`config.mk`:
```
export PLATFORM = sky130hd
export DESIGN_NAME = pipe_hazard_ctrl_flat
export DESIGN_NICKNAME = d
export VERILOG_FILES = /design/src/rtl/pipe_hazard_ctrl_pkg.sv /design/src/rtl/pipe_hazard_ctrl_if.sv /design/src/rtl/pipe_hazard_ctrl_hazard_detect.sv /design/src/rtl/pipe_hazard_ctrl.sv /design/src/flat_wrapper.sv
export SDC_FILE = /design/constraint.sdc
export NUM_CORES = 1
export LEC_CHECK = 0
export BUFFER_PORTS_ARGS = -buffer_cell sky130_fd_sc_hd__buf_2
export CAP_MARGIN = 20
export CORE_UTILIZATION = 30
export CTS_BUF_LIST = sky130_fd_sc_hd__clkbuf_8
export CTS_CLUSTER_DIAMETER = 120
export DETAILED_ROUTE_END_ITERATION = 12
export PLACE_DENSITY_LB_ADDON = 0.1
export SLEW_MARGIN = 25
export SYNTH_ARGS = -nofsm -noshare
export SYNTH_HDL_FRONTEND = slang
export SYNTH_SLANG_ARGS = --single-unit
export TNS_END_PERCENT = 5
```
`constraint.sdc`:
```
create_clock -name clk -period 3.35 [get_ports clk]
set_input_delay 0.335 -clock clk [delete_from_list [all_inputs] [get_ports clk]]
set_output_delay 0.335 -clock clk [all_outputs]
set_load 0.1 [all_outputs]
```
`src/rtl/pipe_hazard_ctrl_pkg.sv`:
```
// Shared types and constants for the pipeline stall/flush controller.
package pipe_ctrl_pkg;

  typedef enum logic [1:0] {
    RUN      = 2'd0,
    MEM_WAIT = 2'd1,
    HALT     = 2'd2
  } state_e;

  localparam int unsigned REG_ADDR_W_DEF = 5;

  // Register 0 is hardwired to zero, so writes to it never create a hazard.
  localparam int unsigned ZERO_REG = 0;

endpackage

```
`src/rtl/pipe_hazard_ctrl_if.sv`:
```
// Pipeline-side signal bundle of the hazard controller.
// Optional perf counters appear when PIPE_HAZARD_PERF_EN is defined.
interface pipe_hazard_ctrl_if #(
  parameter int unsigned REG_ADDR_W = pipe_ctrl_pkg::REG_ADDR_W_DEF
);
  logic [REG_ADDR_W-1:0] id_rs;
  logic [REG_ADDR_W-1:0] id_rt;
  logic                  id_uses_rt;
  logic                  ex_mem_read;
  logic [REG_ADDR_W-1:0] ex_rd;
  logic                  ex_branch_taken;
  logic                  mem_req;
  logic                  mem_ack;
  logic                  pc_en;
  logic                  if_id_en;
  logic                  if_id_flush;
  logic                  id_ex_en;
  logic                  id_ex_flush;
  logic                  ex_mem_en;
  logic                  mem_wb_bubble;
  logic                  mem_err;
  logic                  busy;
`ifdef PIPE_HAZARD_PERF_EN
  logic [31:0]           perf_stall_cycles;
  logic [31:0]           perf_flush_count;
`endif

  modport master (
    output id_rs, id_rt, id_uses_rt, ex_mem_read, ex_rd, ex_branch_taken,
           mem_req, mem_ack,
`ifdef PIPE_HAZARD_PERF_EN
    input  perf_stall_cycles, perf_flush_count,
`endif
    input  pc_en, if_id_en, if_id_flush, id_ex_en, id_ex_flush, ex_mem_en,
           mem_wb_bubble, mem_err, busy
  );

  modport slave (
    input  id_rs, id_rt, id_uses_rt, ex_mem_read, ex_rd, ex_branch_taken,
           mem_req, mem_ack,
`ifdef PIPE_HAZARD_PERF_EN
    output perf_stall_cycles, perf_flush_count,
`endif
    output pc_en, if_id_en, if_id_flush, id_ex_en, id_ex_flush, ex_mem_en,
           mem_wb_bubble, mem_err, busy
  );

endinterface

```
`src/rtl/pipe_hazard_ctrl_hazard_detect.sv`:
```
// Combinational load-use comparator: the ID instruction reads a register
// that the load in ID/EX has not yet produced.
module hazard_detect
  import pipe_ctrl_pkg::*;
#(
  parameter int unsigned REG_ADDR_W = REG_ADDR_W_DEF
) (
  input  logic                  ex_mem_read,
  input  logic [REG_ADDR_W-1:0] ex_rd,
  input  logic [REG_ADDR_W-1:0] id_rs,
  input  logic [REG_ADDR_W-1:0] id_rt,
  input  logic                  id_uses_rt,
  output logic                  load_use
);

  // Match rs always, rt only when the ID instruction actually reads it.
  always_comb begin
    load_use = ex_mem_read && (ex_rd != REG_ADDR_W'(ZERO_REG)) &&
               ((ex_rd == id_rs) || (id_uses_rt && (ex_rd == id_rt)));
  end

endmodule

```
`src/rtl/pipe_hazard_ctrl.sv`:
```
// Stall/flush sequencer for the 5-stage pipeline.
// Priority: memory wait > taken branch > load-use.
// Optional perf counters are enabled by PIPE_HAZARD_PERF_EN.
module pipe_hazard_ctrl
  import pipe_ctrl_pkg::*;
#(
  parameter int unsigned MEM_TIMEOUT = 16,
  parameter int unsigned REG_ADDR_W  = REG_ADDR_W_DEF
) (
  input  logic            clk,
  input  logic            reset,
  pipe_hazard_ctrl_if.slave bus
);

  state_e     state_q, state_d;
  logic [7:0] cnt_q, cnt_d;
  logic       err_q, err_d;
  logic       load_use;
  logic       branch_flush;
  logic       pc_en, if_id_en, if_id_flush, id_ex_en, id_ex_flush;
  logic       ex_mem_en, mem_wb_bubble, busy;

  hazard_detect #(.REG_ADDR_W(REG_ADDR_W)) u_hazard_detect (
    .ex_mem_read (bus.ex_mem_read),
    .ex_rd       (bus.ex_rd),
    .id_rs       (bus.id_rs),
    .id_rt       (bus.id_rt),
    .id_uses_rt  (bus.id_uses_rt),
    .load_use    (load_use)
  );

  // State, wait counter and sticky error flag.
  always_ff @(posedge clk) begin
    state_q <= state_d;
    cnt_q   <= cnt_d;
    err_q   <= err_d;
  end

  // Next-state and pipeline-control outputs.
  always_comb begin
    state_d       = state_q;
    cnt_d         = cnt_q;
    err_d         = err_q;
    pc_en         = 1'b1;
    if_id_en      = 1'b1;
    if_id_flush   = 1'b0;
    id_ex_en      = 1'b1;
    id_ex_flush   = 1'b0;
    ex_mem_en     = 1'b1;
    mem_wb_bubble = 1'b0;
    busy          = 1'b0;
    branch_flush  = 1'b0;
    unique case (state_q)
      RUN: begin
        if (bus.mem_req && !bus.mem_ack) begin
          pc_en         = 1'b0;
          if_id_en      = 1'b0;
          id_ex_en      = 1'b0;
          ex_mem_en     = 1'b0;
          mem_wb_bubble = 1'b1;
          state_d       = MEM_WAIT;
          cnt_d         = 8'd1;
        end else if (bus.ex_branch_taken) begin
          if_id_flush  = 1'b1;
          id_ex_flush  = 1'b1;
          branch_flush = 1'b1;
        end else if (load_use) begin
          pc_en       = 1'b0;
          if_id_en    = 1'b0;
          id_ex_flush = 1'b1;
        end
      end
      MEM_WAIT: begin
        // Pipeline stays frozen through the ack cycle too; a branch held in
        // ID/EX is therefore acted on in the first RUN cycle afterwards.
        pc_en         = 1'b0;
        if_id_en      = 1'b0;
        id_ex_en      = 1'b0;
        ex_mem_en     = 1'b0;
        mem_wb_bubble = 1'b1;
        busy          = 1'b1;
        if (bus.mem_ack) begin
          state_d = RUN;
          cnt_d   = '0;
        end else if (cnt_q == 8'(MEM_TIMEOUT)) begin
          state_d = HALT;
          err_d   = 1'b1;
        end else if (cnt_q != '1) begin
          cnt_d = cnt_q + 8'd1;
        end
      end
      HALT: begin
        pc_en         = 1'b0;
        if_id_en      = 1'b0;
        if_id_flush   = 1'b1;
        id_ex_en      = 1'b0;
        id_ex_flush   = 1'b1;
        ex_mem_en     = 1'b0;
        mem_wb_bubble = 1'b1;
        busy          = 1'b1;
      end
      default: state_d = RUN;
    endcase
    if (reset) begin
      state_d       = RUN;
      cnt_d         = '0;
      err_d         = 1'b0;
      pc_en         = 1'b0;
      if_id_en      = 1'b0;
      if_id_flush   = 1'b1;
      id_ex_en      = 1'b0;
      id_ex_flush   = 1'b1;
      ex_mem_en     = 1'b0;
      mem_wb_bubble = 1'b1;
      busy          = 1'b0;
      branch_flush  = 1'b0;
    end
  end

  assign bus.pc_en         = pc_en;
  assign bus.if_id_en      = if_id_en;
  assign bus.if_id_flush   = if_id_flush;
  assign bus.id_ex_en      = id_ex_en;
  assign bus.id_ex_flush   = id_ex_flush;
  assign bus.ex_mem_en     = ex_mem_en;
  assign bus.mem_wb_bubble = mem_wb_bubble;
  assign bus.mem_err       = err_q && !reset;
  assign bus.busy          = busy;

`ifdef PIPE_HAZARD_PERF_EN
  logic [31:0] stall_cnt_q, stall_cnt_d;
  logic [31:0] flush_cnt_q, flush_cnt_d;

  // Saturating perf counters.
  always_ff @(posedge clk) begin
    stall_cnt_q <= stall_cnt_d;
    flush_cnt_q <= flush_cnt_d;
  end

  // Count stalled-PC cycles and branch flushes outside reset.
  always_comb begin
    stall_cnt_d = stall_cnt_q;
    flush_cnt_d = flush_cnt_q;
    if (reset) begin
      stall_cnt_d = '0;
      flush_cnt_d = '0;
    end else begin
      if (!pc_en && (stall_cnt_q != '1)) stall_cnt_d = stall_cnt_q + 32'd1;
      if (branch_flush && (flush_cnt_q != '1)) flush_cnt_d = flush_cnt_q + 32'd1;
    end
  end

  assign bus.perf_stall_cycles = stall_cnt_q;
  assign bus.perf_flush_count  = flush_cnt_q;
`endif

endmodule

```
`src/flat_wrapper.sv`:
```
// flat-port wrapper written by rule: the top's interface ports become plain ports
module pipe_hazard_ctrl_flat import pipe_ctrl_pkg::*;
#(
  parameter int unsigned MEM_TIMEOUT = 16,
  parameter int unsigned REG_ADDR_W  = REG_ADDR_W_DEF
)
  (clk, reset, bus_id_rs, bus_id_rt, bus_id_uses_rt, bus_ex_mem_read, bus_ex_rd, bus_ex_branch_taken, bus_mem_req, bus_mem_ack, bus_pc_en, bus_if_id_en, bus_if_id_flush, bus_id_ex_en, bus_id_ex_flush, bus_ex_mem_en, bus_mem_wb_bubble, bus_mem_err, bus_busy);
  pipe_hazard_ctrl_if #(.REG_ADDR_W(REG_ADDR_W)) bus_i ();
  input  logic clk;
  input  logic reset;
  input wire logic [$bits(bus_i.id_rs)-1:0] bus_id_rs;
  input wire logic [$bits(bus_i.id_rt)-1:0] bus_id_rt;
  input wire logic [$bits(bus_i.id_uses_rt)-1:0] bus_id_uses_rt;
  input wire logic [$bits(bus_i.ex_mem_read)-1:0] bus_ex_mem_read;
  input wire logic [$bits(bus_i.ex_rd)-1:0] bus_ex_rd;
  input wire logic [$bits(bus_i.ex_branch_taken)-1:0] bus_ex_branch_taken;
  input wire logic [$bits(bus_i.mem_req)-1:0] bus_mem_req;
  input wire logic [$bits(bus_i.mem_ack)-1:0] bus_mem_ack;
  output wire logic [$bits(bus_i.pc_en)-1:0] bus_pc_en;
  output wire logic [$bits(bus_i.if_id_en)-1:0] bus_if_id_en;
  output wire logic [$bits(bus_i.if_id_flush)-1:0] bus_if_id_flush;
  output wire logic [$bits(bus_i.id_ex_en)-1:0] bus_id_ex_en;
  output wire logic [$bits(bus_i.id_ex_flush)-1:0] bus_id_ex_flush;
  output wire logic [$bits(bus_i.ex_mem_en)-1:0] bus_ex_mem_en;
  output wire logic [$bits(bus_i.mem_wb_bubble)-1:0] bus_mem_wb_bubble;
  output wire logic [$bits(bus_i.mem_err)-1:0] bus_mem_err;
  output wire logic [$bits(bus_i.busy)-1:0] bus_busy;
  assign bus_i.id_rs = bus_id_rs;
  assign bus_i.id_rt = bus_id_rt;
  assign bus_i.id_uses_rt = bus_id_uses_rt;
  assign bus_i.ex_mem_read = bus_ex_mem_read;
  assign bus_i.ex_rd = bus_ex_rd;
  assign bus_i.ex_branch_taken = bus_ex_branch_taken;
  assign bus_i.mem_req = bus_mem_req;
  assign bus_i.mem_ack = bus_mem_ack;
  assign bus_pc_en = bus_i.pc_en;
  assign bus_if_id_en = bus_i.if_id_en;
  assign bus_if_id_flush = bus_i.if_id_flush;
  assign bus_id_ex_en = bus_i.id_ex_en;
  assign bus_id_ex_flush = bus_i.id_ex_flush;
  assign bus_ex_mem_en = bus_i.ex_mem_en;
  assign bus_mem_wb_bubble = bus_i.mem_wb_bubble;
  assign bus_mem_err = bus_i.mem_err;
  assign bus_busy = bus_i.busy;
  pipe_hazard_ctrl #(.MEM_TIMEOUT(MEM_TIMEOUT), .REG_ADDR_W(REG_ADDR_W)) u_core (.clk(clk), .reset(reset), .bus(bus_i));
endmodule
```
==> results of run 1 <==
-- cell usage in the layout, fill, tap and decap left out, types with 2 or more instances in the layout --
cell | Yosys | routed
buf_2 | 0 | 30
dfxtp_1 | 11 | 11
xor2_1 | 9 | 9
nor2_1 | 8 | 8
inv_1 | 6 | 7
nor4_1 | 6 | 6
ha_1 | 6 | 6
o21ai_0 | 4 | 4
a21oi_1 | 4 | 4
o31ai_1 | 4 | 4
nand3_1 | 4 | 4
or4_1 | 3 | 3
or3_1 | 3 | 3
nand4_1 | 3 | 3
nand2_1 | 3 | 3
nand3b_1 | 3 | 3
mux2i_1 | 3 | 3
clkbuf_8 | 0 | 3
nor2b_1 | 2 | 2
and3b_1 | 2 | 2
nor3_1 | 2 | 2
nand2b_4 | 2 | 2
nor3_2 | 2 | 2
o21ai_1 | 2 | 2
-- metal layers --
| layer | wire length, microns | up-vias | track usage |
|---|---|---|---|
| met2 | 1130 | 24 | 0.238 |
| met5 | 0 | - | 0 |
| met4 | 11 | 0 | 0.0498 |
| met3 | 108 | 2 | 0.0368 |
| li1 | - | 489 | - |
| met1 | 1080 | 440 | 0.187 |
-- Yosys cell counts (2+ instances only) --
| library cell | n | share of area |
|---|---|---|
| nand2b_4 | 2 | 0.027 |
| o21ai_0 | 4 | 0.020 |
| a21oi_1 | 4 | 0.020 |
| dfxtp_1 | 11 | 0.22 |
| nor3_2 | 2 | 0.020 |
| nand4_1 | 3 | 0.019 |
| buf_4 | 3 | 0.022 |
| inv_1 | 6 | 0.022 |
| nand3b_1 | 3 | 0.022 |
| nor3_1 | 2 | 0.010 |
| o21ai_1 | 2 | 0.010 |
| nor2b_1 | 2 | 0.012 |
| xor2_1 | 9 | 0.079 |
| nor2_1 | 8 | 0.030 |
| or4_1 | 3 | 0.022 |
| and3b_1 | 2 | 0.017 |
| buf_6 | 2 | 0.022 |
| nor4_1 | 6 | 0.037 |
| o31ai_1 | 4 | 0.030 |
| ha_1 | 6 | 0.075 |
| mux2i_1 | 3 | 0.030 |
| clkbuf_1 | 2 | 0.0075 |
| nand3_1 | 4 | 0.020 |
| nand2_1 | 3 | 0.011 |
| or3_1 | 3 | 0.019 |
-- metrics by stage --
step / total power [W] / instances / area [sq um]
3_5_place_dp: 0.000291 / 184 / 1160
4_1_cts: 0.000427 / 188 / 1200
3_3_place_gp: 0.000289 / 184 / 1160
5_1_grt: 0.000442 / 188 / 1200
2_1_floorplan: 0.000263 / 117 / 1000
6_report: 0.000419 / 188 / 1200
-- final cells by class --
type,instances,area (sq um)
fillers,337,1900
multi-input cells,93,708
flip-flops and latches,11,220
repair buffers,30,150
well taps,44,55.1
clock buffers,3,41.3
inverters,6,22.5
clock inverters,1,3.75
-- worst max path at each step --
stage | endpoint | slack [ps]
3_3_place_gp | bus_pc_en | 1150
5_1_grt | bus_mem_wb_bubble | 970
4_1_cts | bus_pc_en | 1100
2_1_floorplan | bus_mem_wb_bubble | 40
6_report | bus_if_id_en | 1090
3_5_place_dp | bus_pc_en | 1140
-- logic make-up (layout without fill, tap and decap cells) --
| kind of cell | Yosys count | in the layout | share of synthesized area |
|---|---|---|---|
| adders and majority gates | 6 | 6 | 0.0748 |
| muxes | 3 | 3 | 0.0299 |
| and+or+nand+nor | 49 | 49 | 0.333 |
| DFF | 11 | 11 | 0.219 |
| xor gates and xnor gates | 10 | 10 | 0.0873 |
| buffers and inverters | 13 | 40 | 0.0748 |
| AOI/OAI and AO/OA | 25 | 25 | 0.181 |
-- report_power, final --
part,switching (W),internal [W],leakage (nW)
combinational,0.000110,0.0000416,0.366
sequential,0.00000220,0.000134,0.0890
clock,0.0000507,0.0000805,0.0269
-- sequential cells by signal (all words and copies together), names as in the netlist --
name and flops:
u_core.cnt_q 8, u_core.state_q 2, u_core.err_q 1
-- critical path, stage by stage, from the launching register on --
cell     delay, ps
dfxtp_1        380
inv_1           80
ha_1           310
nor2_1          70
or3_1          300
o221a_2        250
buf_2          290
==> reports/qor.yml, run 1 <==
synth_edf_count: 0
die_x_microns: 59.8
fmax_mhz: 443
crit_start: "u_core.state_q[1]$_SDFFE_PP0P_"
cp_max_fo: 4
min_delay_path_depth: 2
r2r_end: "u_core.cnt_q[7]$_SDFFE_PP0P_"
routed_via_density: 5.08
numClockSinks: 11
start_util: 0.323
grt_max_degree: 15
cts_max_path_buffers: 2
hpwl_mm: 1.86
async_flop_share: 0
clkLatencyLatePin_ps: 240
final.period_utilization: 0.673
worst_hold_path_type: "in2reg"
final.setup.tns_ps: 0
rrSetupSlack_ps: 1470
cts_setup_buffers: 0
grt_usage: 0.147
vias: 955
ir_drop_mv: 0.147
clk_pin_slew_ps: 50
yosysSeqAreaShare: 0.219
holdBufCountCts: 0
die_y_microns: 59.8
ys_warn_count: 0
hold_start: "reset"
grt_pass1_vias: 894
antenna_left: 0
period_minus_slack_ps: 2260
wl_mm: 2.33
synth_cell_types: 43
syn_avg_cell_area_sq_um: 8.58
io_pins: 31
r2r-start: "u_core.state_q[1]$_SDFFE_PP0P_"
firstDrtPassIters: 4
synth_area_sq_um: 1000
row_count: 20
cp.arrival_ps: 1920
setup_viol: 0
syn_inst: 117
die-area_sq_um: 3580
grt.overflow.total: 0
fin_skew_ps: 0.742
antenna_found_initial: 0
post-route-util: 0.387
holdWs_ps: 387
grt_pass1_wl_mm: 3.91
worstPathRequired_ps: 3010
hold_viol_final: 0
core_area_sq_um: 3100
diodes: 0
area_delta_synth_final_pct: 19.7
synth_top_flop_cell: "dfxtp_1"
tightest_slew_ps: 614
slew_headroom: 0.589
gp_congestion: 0.749
clockRootBuffer: "clkbuf_8"
rsz0062_at_grt: "no"
htreeDepth: 1
startpoint_type: "register"
synth_nets: 145
p_leak_nw: 0.482
numCtsBuffers: 3
power-per-cell-area_nw_per_um2: 349
r2r_cells: 6
cts_tree: "built"
place_ws_ps: 1140
crit_path_end_kind: "output port"
drive_gt1_frac: 0.292
drcViolationCount: 0
wire_per_inst_microns: 12.4
layout_setup_ws_ps: 1090
ys_ff_latch: 11
cap_violations: 0
slew_viol_final: 0
drt-initial-drc-count: 18
io_buffers: 30
path_class: "reg2out"
outcome: "finished clean"
min_to: "u_core.err_q$_SDFFE_PP0P_"
postCtsResizedCells: 0
finalNetCount: 173
Power figures use the tool's default switching activity.
==> run 2: changes to the inputs <==
--- a/config.mk
+++ b/config.mk
@@ -5,6 +5,7 @@
 export SDC_FILE = /design/constraint.sdc
 export NUM_CORES = 1
 export LEC_CHECK = 0
+export ABC_AREA = 1
 export BUFFER_PORTS_ARGS = -buffer_cell sky130_fd_sc_hd__buf_2
 export CAP_MARGIN = 20
 export CORE_UTILIZATION = 30
==> constraint.sdc (replaced) <==
create_clock -name clk -period 2 [get_ports clk]
set_input_delay 0.2 -clock clk [delete_from_list [all_inputs] [get_ports clk]]
set_output_delay 0.2 -clock clk [all_outputs]
set_load 0.1 [all_outputs]
==> run 2 against run 1 <==
Against the previous run: via count up 23%; synthesized cell count grew 56%; register-to-register slack worse by 1300 ps; combinational power grew to 5.7 times the previous value; largest power group unchanged.
==> reports/qor.yml, run 2 <==
outcome: "finished clean"
synthTopCellsByArea: "dfxtp_1, nand2_1, inv_1"
final.period_utilization: 0.961
syn_inst: 183
gr-usage-met1: 0.182
path_class: "reg2out"
rrSetupSlack_ps: 200
antenna_left: 0
final.setup.tns_ps: 0
ir_drop_mv: 0.300
setup_viol: 0
synth_cell_types: 27
r2r_end: "u_core.cnt_q[1]$_SDFFE_PP0P_"
fin_skew_ps: 2.98
cap_violations: 0
grt_pass1_wl_mm: 4.49
gp_congestion: 0.838
total_power_w: 0.00135
path_buf_inv: 4
period_minus_slack_ps: 1920
clkLatencyLatePin_ps: 240
synth_top_flop_cell: "dfxtp_1"
fmax_mhz: 520
startpoint_type: "register"
htreeDepth: 1
drt-initial-drc-count: 44
crit_path_cell_trace: "inv_1 > ha_4 > inv_2 > nor2_4 > nand2_1 > o21ai_0 > inv_1 > a21oi_4 > buf_12"
r2r_cells: 12
hpwl_mm: 2.14
synth_edf_count: 0
busiest_layer: "met2"
syn_avg_cell_area_sq_um: 5.84
regMostFlops: "u_core.cnt_q"
die_y_microns: 61.7
ys_top_cells_by_count: "nand2_1, inv_1, nor2_1, a21oi_1, dfxtp_1"
grt_usage: 0.157
worstPathRequired_ps: 1800
p_sw_frac: 0.510
firstDrtPassIters: 6
r2r-start: "u_core.state_q[1]$_SDFFE_PP0P_"
drive_gt1_frac: 0.259
wl_mm: 2.63
cp.arrival_ps: 1720
p_leak_nw: 0.741
largest_reg_flops: 8
tightest_slew_ps: 492
cp_top_family: "buffers and inverters"
numClockSinks: 11
diodes: 0
cpMaxStageDelayCell: "dfxtp_1"
cts_tree: "built"
async_flop_share: 0
routed_via_density: 4.47
met2_usage: 0.286
hold_viol_final: 0
dpl_cell_area_sq_um: 1390
numCtsBuffers: 3
clk_pin_slew_ps: 50
p_comb_frac: 0.640
synth_nets: 211
synth_top_area_frac: 0.206
die_x_microns: 61.7
grtUsageMet3: 0.0210
finalNetCount: 245
wire_per_inst_microns: 10.0
io_buffers: 30
slew_viol_final: 0
p_sw_w: 0.000687
final_cell_mix: "nand2_1, inv_1, buf_2"
min_to: "u_core.cnt_q[1]$_SDFFE_PP0P_"
p_clk_frac: 0.162
area_delta_synth_final_pct: 37.2
fillCellCount: 385
vias: 1170
post-route-util: 0.436
hold_start: "reset"
clockRootBuffer: "clkbuf_8"
start_util: 0.318
holdWs_ps: 346
die-area_sq_um: 3800
ys_warn_count: 0
final_common_cell: "nand2_1"
holdBufCountCts: 0
p_seq_frac: 0.199
grt_pass1_vias: 1141
cts_max_path_buffers: 2
slew_headroom: 0.674
worst_hold_path_type: "in2reg"
min_delay_path_depth: 2
crit_path_end_kind: "output port"
cp_max_fo: 4
p_int_w: 0.000660
synth.most_common_cell: "nand2_1"
grt_max_degree: 14
synth_area_sq_um: 1070
yosysTopAreaCell: "dfxtp_1"
power-per-cell-area_nw_per_um2: 918
reg_top3: "u_core.cnt_q x8, u_core.state_q x2, u_core.err_q x1"
io_pins: 31
yosysSeqAreaShare: 0.206
ys_ff_latch: 11
grt.overflow.total: 0
core_area_sq_um: 3360
antenna_found_initial: 0
max_stage_delay_ps: 320
finalInstanceArea_sq_um: 1470
cp_common_cell: "inv_1"
drcViolationCount: 0
row_count: 21
-- run 2: changes by cell type in the layout (fill, tap and decap cells not counted), moves of 6 or more --
cell,delta
inv_1,+30
nor2_1,+7
nor4_1,-6
xor2_1,-8
buf_2,-6
buf_12,+6
nand2_1,+54
-- run 2: layout make-up --
class	instances	area, sq um	share of cell area
multi-input combinational	129	736	0.502
timing repair buffer	32	255	0.174
sequential	11	220	0.150
inverter	40	153	0.104
tap	46	57.6	0.0392
clock buffer	3	41.3	0.0282
clock inverter	1	3.75	0.00256
-- run 2: worst max-delay path by stage --
stage	startpoint	endpoint	cells after the start
after global routing	u_core.state_q[1]$_SDFFE_PP0P_	bus_if_id_en	9
after floorplan	u_core.state_q[0]$_SDFFE_PP0P_	bus_pc_en	9
final	u_core.state_q[1]$_SDFFE_PP0P_	bus_pc_en	9
after detailed placement	u_core.state_q[1]$_SDFFE_PP0P_	bus_pc_en	9
after CTS	u_core.state_q[1]$_SDFFE_PP0P_	bus_pc_en	9
after global placement	u_core.state_q[1]$_SDFFE_PP0P_	bus_pc_en	9
-- run 2: cells by family (layout without fill, tap and decap cells) --
logic type,after synthesis,count (layout),share of synthesized area
adder cells (fa/ha/maj),6,6,0.0703
AO/OA/AOI/OAI,22,22,0.119
AND/OR/NAND/NOR,98,98,0.419
flip-flops,11,11,0.206
buffers and inverters,43,76,0.160
XOR/XNOR,3,3,0.0246
-- run 2: per-layer routing --
layer | vias to the layer above | wire, microns
li1 | 628 | -
met1 | 509 | 1300
met2 | 28 | 1180
met3 | 5 | 110
met4 | 0 | 43
met5 | - | 0
-- run 2: worst register-to-register path: stages, from the launching register on --
cell	delay, ps
dfxtp_1	350
inv_1	110
ha_4	180
inv_2	100
nor2_4	60
buf_4	130
buf_4	130
a21oi_4	170
nand3_4	150
inv_4	130
nand2_1	60
o21ai_1	70
nor2_1	50
-- run 2: repair_timing --
item                                   CTS  global route
pin swaps                                2             2
buffers inserted                         1             1
setup endpoints to repair                4             4
endpoints found under the hold margin    0             0
gates resized for setup                  1             4
-- run 2: power by group through the flow --
stage,logic [W],clock network (W),registers (W)
after floorplan,0.000613,0,0.000264
after global placement,0.000811,0,0.000269
after detailed placement,0.000813,0,0.000272
after CTS,0.000829,0.000226,0.000267
after global routing,0.000921,0.000235,0.000271
final,0.000861,0.000218,0.000268
-- run 2: through the flow --
| step | instances | setup slack [ps] |
|---|---|---|
| floorplan | 183 | -187 |
| CTS | 261 | 17.6 |
| detailed placement | 256 | 171 |
| global route | 262 | -18.5 |
| finish | 262 | 78.7 |
| global placement | 256 | 223 |
